$ cat config.mk
export PLATFORM = sky130hd
export DESIGN_NAME = spram_stream_reader
export DESIGN_NICKNAME = d
export VERILOG_FILES = /design/src/rtl/spram_stream_reader.sv
export SDC_FILE = /design/constraint.sdc
export NUM_CORES = 1
export LEC_CHECK = 0
export CAP_MARGIN = 20
export CORE_MARGIN = 4
export CORE_UTILIZATION = 47
export DETAILED_ROUTE_END_ITERATION = 7
export HOLD_SLACK_MARGIN = 0.08
export PLACE_DENSITY = 0.88
export SETUP_SLACK_MARGIN = 0.3
export SYNTH_ARGS = -nofsm -noshare
export SYNTH_HDL_FRONTEND = slang
export SYNTH_SLANG_ARGS = --single-unit
$ cat constraint.sdc
create_clock -name clk -period 2.1 [get_ports clk]
set_input_delay 0.21 -clock clk [delete_from_list [all_inputs] [get_ports clk]]
set_output_delay 0.21 -clock clk [all_outputs]
set_load 0.05 [all_outputs]
$ cat src/rtl/spram_stream_reader.sv
// spram_stream_reader: sweeps a word range of the single-port buffer
// and streams the words out in address order over valid/ready.
module spram_stream_reader #(
    parameter int W_DATA = 32,
    parameter int W_WORD = 4
) (
    input  logic              clk,
    input  logic              rstn,
    input  logic              start,
    input  logic [W_WORD-1:0] base_addr,
    input  logic [W_WORD:0]   length,
    output logic              busy,
    output logic              done,
    output logic              mem_en,
    output logic              mem_we,
    output logic [W_WORD-1:0] mem_addr,
    input  logic [W_DATA-1:0] mem_dout,
    output logic              m_valid,
    output logic [W_DATA-1:0] m_data,
    input  logic              m_ready
);

    typedef enum logic [1:0] {
        S_IDLE,
        S_READ,
        S_DRAIN,
        S_DONE
    } state_t;

    localparam logic [W_WORD:0]   CNT_ONE  = 1;
    localparam logic [W_WORD-1:0] ADDR_ONE = 1;

    state_t              state_q;
    logic [W_WORD-1:0]   addr_q;
    logic [W_WORD:0]     remain_q;
    logic [W_WORD:0]     sent_q;
    logic [W_WORD:0]     len_q;
    logic                inflight_q;
    logic [1:0]          cnt_q;
    logic [1:0]          cnt_nxt;
    logic [W_DATA-1:0]   tail_q;
    logic                pop;
    logic                push;
    logic                issue;
    logic [2:0]          occ;

    // Credit check: a read may issue only if its word will have a slot.
    always_comb begin
        pop   = m_valid & m_ready;
        push  = inflight_q;
        occ   = {1'b0, cnt_q} + {2'b00, inflight_q} - {2'b00, pop};
        issue = (state_q == S_READ) && (remain_q != '0) && (occ < 3'd2);
        cnt_nxt = cnt_q;
        case ({push, pop})
            2'b10:   cnt_nxt = cnt_q + 2'd1;
            2'b01:   cnt_nxt = cnt_q - 2'd1;
            default: cnt_nxt = cnt_q;
        endcase
    end

    assign mem_en   = issue;
    assign mem_addr = addr_q;
    assign mem_we   = 1'b0;

    // Transfer control: range latch, issue bookkeeping, busy/done.
    always_ff @(posedge clk) begin
        if (!rstn) begin
            state_q  <= S_IDLE;
            addr_q   <= '0;
            remain_q <= '0;
            sent_q   <= '0;
            len_q    <= '0;
            busy     <= 1'b0;
            done     <= 1'b0;
        end else begin
            done <= 1'b0;
            if (pop) begin
                sent_q <= sent_q + CNT_ONE;
            end
            case (state_q)
                S_IDLE: begin
                    if (start) begin
                        addr_q   <= base_addr;
                        remain_q <= length;
                        len_q    <= length;
                        sent_q   <= '0;
                        busy     <= 1'b1;
                        if (length == '0) begin
                            state_q <= S_DONE;
                            done    <= 1'b1;
                        end else begin
                            state_q <= S_READ;
                        end
                    end
                end
                S_READ: begin
                    if (issue) begin
                        addr_q   <= addr_q + ADDR_ONE;
                        remain_q <= remain_q - CNT_ONE;
                        if (remain_q == CNT_ONE) begin
                            state_q <= S_DRAIN;
                        end
                    end
                end
                S_DRAIN: begin
                    if (pop && (sent_q == len_q - CNT_ONE)) begin
                        state_q <= S_DONE;
                        done    <= 1'b1;
                    end
                end
                S_DONE: begin
                    state_q <= S_IDLE;
                    busy    <= 1'b0;
                end
                default: begin
                    state_q <= S_IDLE;
                    busy    <= 1'b0;
                end
            endcase
        end
    end

    // Two-entry skid FIFO; m_data is the head register itself.
    always_ff @(posedge clk) begin
        if (!rstn) begin
            inflight_q <= 1'b0;
            cnt_q      <= 2'd0;
            m_valid    <= 1'b0;
            m_data     <= '0;
            tail_q     <= '0;
        end else begin
            inflight_q <= issue;
            cnt_q      <= cnt_nxt;
            m_valid    <= (cnt_nxt != 2'd0);
            case ({push, pop})
                2'b10: begin
                    if (cnt_q == 2'd0) begin
                        m_data <= mem_dout;
                    end else begin
                        tail_q <= mem_dout;
                    end
                end
                2'b01: begin
                    if (cnt_q == 2'd2) begin
                        m_data <= tail_q;
                    end
                end
                2'b11: begin
                    if (cnt_q == 2'd1) begin
                        m_data <= mem_dout;
                    end else begin
                        m_data <= tail_q;
                        tail_q <= mem_dout;
                    end
                end
                default: begin
                end
            endcase
        end
    end

endmodule

### Word-level counts from Yosys, hierarchy flattened

Cells that the tools add are included.

* output and inout bits: 41
* logic and storage cells: 87
* input bits: 45
* register bits: 91

* $add $sub $neg: 8
* order comparisons: 1
* reductions and logical operators: 18
* bitwise logic cells: 1
* multiplexer cells: 29
* equal/unequal tests: 18

Operators by type and width (count)
* 2-to-1 mux 32 bit: 5
* one-hot mux 32 bit (3 select lines): 1
* one-hot mux 32 bit (2 select lines): 1
* 2-to-1 mux 5 bit: 5
* != test 2 bit (second input constant): 7
* == test 2 bit (second input constant): 5
* 2-to-1 mux 2 bit: 5
* one-hot mux 5 bit (2 select lines): 1
* subtractor 5 x 1 -> 5 bit (second input constant): 2
* AND reduction 3 bit: 3
* 2-to-1 mux 4 bit: 2
* one-hot mux 2 bit (4 select lines): 1
* one-hot mux 4 bit (2 select lines): 1
* nonzero test 2 bit: 4
* == test 2 x 1 -> 1 bit (second input constant): 3
* adder 5 x 1 -> 5 bit (second input constant): 1
* == test 5 x 1 -> 1 bit (second input constant): 1
* == test 5 bit: 1
* zero test 5 bit: 1
* nonzero test 5 bit: 1
* adder 4 x 1 -> 4 bit (second input constant): 1
* zero test 2 bit: 2
* 2-to-1 mux 1 bit: 4
* one-hot mux 1 bit (2 select lines): 2
* 12 further kinds: 15

### Logic depth before layout (Yosys ltp)

* depth after elaboration: 6
* depth in mapped cells: 10
* depth with buffers taken out: 10

### Worst setup path after synthesis

OpenSTA, ideal clock, no wires.

* path kind: reg2reg
* from: reg m_valid
* to: reg addr_q[0] (netlist: mem_addr[0])
* arrival time: 2941 ps
* buffers on the path: 0
* stages on the path, launching flop included: 10
* required time: 2039 ps
* period minus slack after synthesis: 3002 ps
* library setup time: 61 ps
* slack: -902 ps
* path through: dfxtp_1 -> nand2_1 -> nor2_1 -> o21ai_0 -> fa_1 -> xor2_1 -> a211oi_4 -> o21ai_2 -> a21oi_1 -> o221a_1

* longest elaborated chain between the ends: 6

RTL lines
* start: declaration: line 18 `output logic m_valid,`
* start signal: assignment: line 134 `m_valid <= (cnt_nxt != 2'd0);`
* bitwise AND 1 bit: line 49 `pop = m_valid & m_ready;`
* subtractor 3 x 1 -> 3 bit: line 51 `occ = {1'b0, cnt_q} + {2'b00, inflight_q} - {2'b00, pop};`
* less-than comparator 3 x 2 -> 1 bit: line 52 `issue = (state_q == S_READ) && (remain_q != '0) && (occ < 3'd2);`
* logical AND 1 bit: line 52
* net mem_en: line 14 `output logic mem_en,`
* != test 2 bit (no source line)
* AND reduction 3 bit (no source line)
* end signal: assignment: line 83 `addr_q <= base_addr;`
* end signal: assignment: line 98 `addr_q <= addr_q + ADDR_ONE;`
* end: declaration: line 34 `logic [W_WORD-1:0] addr_q;`

The timed path passes the listed nets, and every way through them passes these cells.
A chain may end at the register's enable or synchronous reset.

### Worst setup path after layout

* from: reg m_valid
* to: reg remain_q[2]

* longest elaborated chain between the ends: 6

RTL lines
* bitwise AND 1 bit: line 49
* subtractor 3 x 1 -> 3 bit: line 51
* less-than comparator 3 x 2 -> 1 bit: line 52
* logical AND 1 bit: line 52
* != test 2 bit (no source line)
* AND reduction 3 bit (no source line)
* end signal: assignment: line 84 `remain_q <= length;`
* end signal: assignment: line 99 `remain_q <= remain_q - CNT_ONE;`
* end: declaration: line 35 `logic [W_WORD:0] remain_q;`

Every way passes these cells.

==> impl_metrics.ini <==
[worst_hold_path]
hold_path_depth = 3
hp-start = mem_dout[12]
min_to = tail_q[12]$_SDFFE_PN0P_
min_path_type = in -> reg

[cts]
cts.sinks = 91
cts_tree = done
cts.clk_slew.worst_paths_ns = 0.10
root_buffer = clkbuf_8
postCtsHoldBufs = 0
cts_made_buffers = 9
clock_latency_ns = 0.36
cts_buffer_depth = 2
cts.htree.levels = 3

[global_routing]
grt_max_degree = 45
track_usage = 0.216
antenna_found_initial = 0
grt_pass1_vias = 4147
grt_pass1_wl_um = 19600
grt_overflow = 0

[yosys]
postSynthCellCount = 495
synth_edf_count = 0
syn_nets = 557
ys_async_sr_fraction = 0
ys_seq_elements = 91
synthFlopType = dfxtp_1
yosysWarnings = 0
yosysUniqueCellTypes = 49
synth-seq-area-share = 0.425
syn-cell-area_um2 = 4290
avgSynthCellArea_um2 = 8.67

[pwr]
p_per_area_nw_per_um2 = 1450
clkPwrFrac = 0.121
power_uw = 9290
power_frac_comb = 0.612
vdd_drop_max_uv = 885
p_leak_uw = 0.00230
internal-power_uw = 5000
power.switching_uw = 4290
power.share.sequential = 0.267
power.share.switching = 0.462

[die]
io_pins = 86
dieWidth_um = 104
die_area_um2 = 10700
num_rows = 34
initial_core_util = 0.487
core_um2 = 8810
die_y_um = 104

[timing]
fin_crit_sh = 1.10
hold_viol = 0
worst_pin_slew_ns = 0.526
period_needed_ns = 2.32
fin_skew_ns = 0.0120
rsz0062_at_grt = true
setup_viol = 36
layout_setup_ws_ns = -0.218
fmax_mhz = 431
maxSlewViolCount = 0
max-slew-margin-rel = 0.644

[finish]
syn_to_final_growth_pct = 48.9
final_cells = 720
antenna_cells = 0
drive_gt1_frac = 0.250
nets = 669

[critical_path]
critPathMaxFanout = 6
cp-end-kind = flop
crit_arrival_ns = 2.60
rrSetupSlack_ns = -0.22
r2r-start = m_valid$_SDFF_PN0_
worst_r2r_endpoint = remain_q[2]$_SDFFE_PN0P_
reg2reg_depth = 13
critPathRequiredTime_ns = 2.38
path_class = reg -> reg
cp-start-kind = flop

[placement]
place.gp.congestion = 0.782
dpl_worst_slack_ns = -0.508
dpl.cell_count = 682
dpl.hpwl_um = 7580
portBuffers = 84

[drt]
ant_nets = 0
wl_um = 12800
wl_per_cell_um = 17.8
dr.pass1.iters = 5
drtIter0Drc = 253
drc_errors = 0
vias = 4131
via_per_inst = 5.74

[status]
violations = setup timing
status = finished with violations

[flow_run]
maxCapViolations = 0
## metal layers
metal,global-route usage,part of all wire,vias up
li1,-,-,1956
met1,0.260,0.41,1989
met2,0.386,0.53,155
met3,0.0323,0.040,31
met4,0.0874,0.025,0
met5,0,0,-
## timing repair
item / in CTS / in global routing
endpoints found under the setup margin: 79 / 81
setup buffers: 7 / 7
pin swaps: 18 / 10
gates cloned: 6 / 2
gates resized for setup: 46 / 37
## per-stage QoR
stage,hold slack [ns],area [um^2],setup TNS [ns],util
floorplan,0.346,4360,-3.32,-
global placement,0.443,5490,-15.93,0.624
detailed placement,0.451,5490,-20.88,0.624
CTS,0.445,6060,-0.819,0.688
global route,0.443,6390,-4.83,0.725
finish,0.449,6390,-2.07,0.725
## cells by family (layout without fill, tap and decap cells)
kind of cell	Yosys count	count (layout)	share of synthesized area
mux	3	3	0.00700
xor+xnor	11	11	0.0225
compound gates	115	115	0.229
simple gates	208	208	0.211
flops	91	91	0.425
other cells	1	1	0.000874
buf+inv	49	166	0.0537
fa+ha+maj	17	17	0.0513
## cells in the mapped netlist (5+ instances only)
cell type / count / share of area
nor3_1: 36 / 0.042
ha_1: 16 / 0.047
dfxtp_1: 91 / 0.42
xor2_1: 6 / 0.012
clkbuf_1: 15 / 0.013
nand3_1: 9 / 0.010
a21oi_1: 50 / 0.058
inv_1: 12 / 0.010
buf_4: 7 / 0.012
xnor2_1: 5 / 0.010
buf_2: 10 / 0.012
a221oi_2: 31 / 0.11
nand2_1: 92 / 0.080
nor2_1: 50 / 0.044
## layout make-up
cell class	count	area [um^2]
clock buffer	9	124
inverter	14	60.1
timing repair buffer	136	1580
clock inverter	7	57.6
fill	571	2420
sequential	91	1830
tap	108	135
multi-input combinational	355	2610
## registers in the layout, indices dropped and copies added (netlist names), 2 cells and up
| signal | cells |
|---|---|
| cnt_q | 2 |
| sent_q | 5 |
| m_data | 32 |
| tail_q | 32 |
| len_q | 5 |
| state_q | 2 |
| mem_addr | 4 |
| remain_q | 5 |
## cells in the final DEF, fill, tap and decap left out, types with 3 or more instances in the layout
cell type and n:
a21oi_1 43, a21oi_2 6, a221oi_2 22, a221oi_4 11, buf_12 11, buf_16 5
buf_4 23, buf_6 10, clkbuf_8 9, clkdlybuf4s50_1 77, dfxtp_1 88, dlygate4sd2_1 3
dlymetal6s2s_1 3, ha_1 14, inv_1 11, inv_6 3, mux2i_1 3, nand2_1 89
nand2b_1 4, nand3_1 9, nand4_1 4, nor2_1 47, nor2_4 3, nor3_1 27
nor3_2 11, o211ai_1 4, o21ai_0 3, o21ai_1 4, xnor2_1 5, xor2_1 5
## power by group through the flow
| stage | Sequential, uW | Combinational [uW] | Clock, uW |
|---|---|---|---|
| 2_1_floorplan | 3490 | 2080 | 0 |
| 3_3_place_gp | 2480 | 4380 | 0 |
| 3_5_place_dp | 2500 | 4480 | 0 |
| 4_1_cts | 2470 | 5140 | 1130 |
| 5_1_grt | 2530 | 5980 | 1220 |
| 6_report | 2480 | 5690 | 1130 |
## worst max-delay path: stages (launching register included)
cell      delay (ns)
dfxtp_4         0.37
nand2_8         0.08
inv_8           0.03
nor2_4          0.08
o21ai_2         0.07
fa_2            0.53
nand2_2         0.07
a211oi_4        0.21
buf_4           0.15
buf_6           0.11
o21a_4          0.18
buf_4           0.13
nand2_1         0.07
a21oi_1         0.15
## worst max-delay path by stage
stage	start	end	cells after the start
after CTS	m_valid$_SDFF_PN0_	mem_en	9
after global placement	m_ready	mem_addr[0]$_SDFFE_PN0P_	11
after global routing	m_valid$_SDFF_PN0_	remain_q[2]$_SDFFE_PN0P_	13
after floorplan	m_valid$_SDFF_PN0_	mem_addr[0]$_SDFFE_PN0P_	10
final	m_valid$_SDFF_PN0_	remain_q[2]$_SDFFE_PN0P_	13
after detailed placement	m_ready	mem_addr[0]$_SDFFE_PN0P_	11
(Power assumes the default switching activity.)
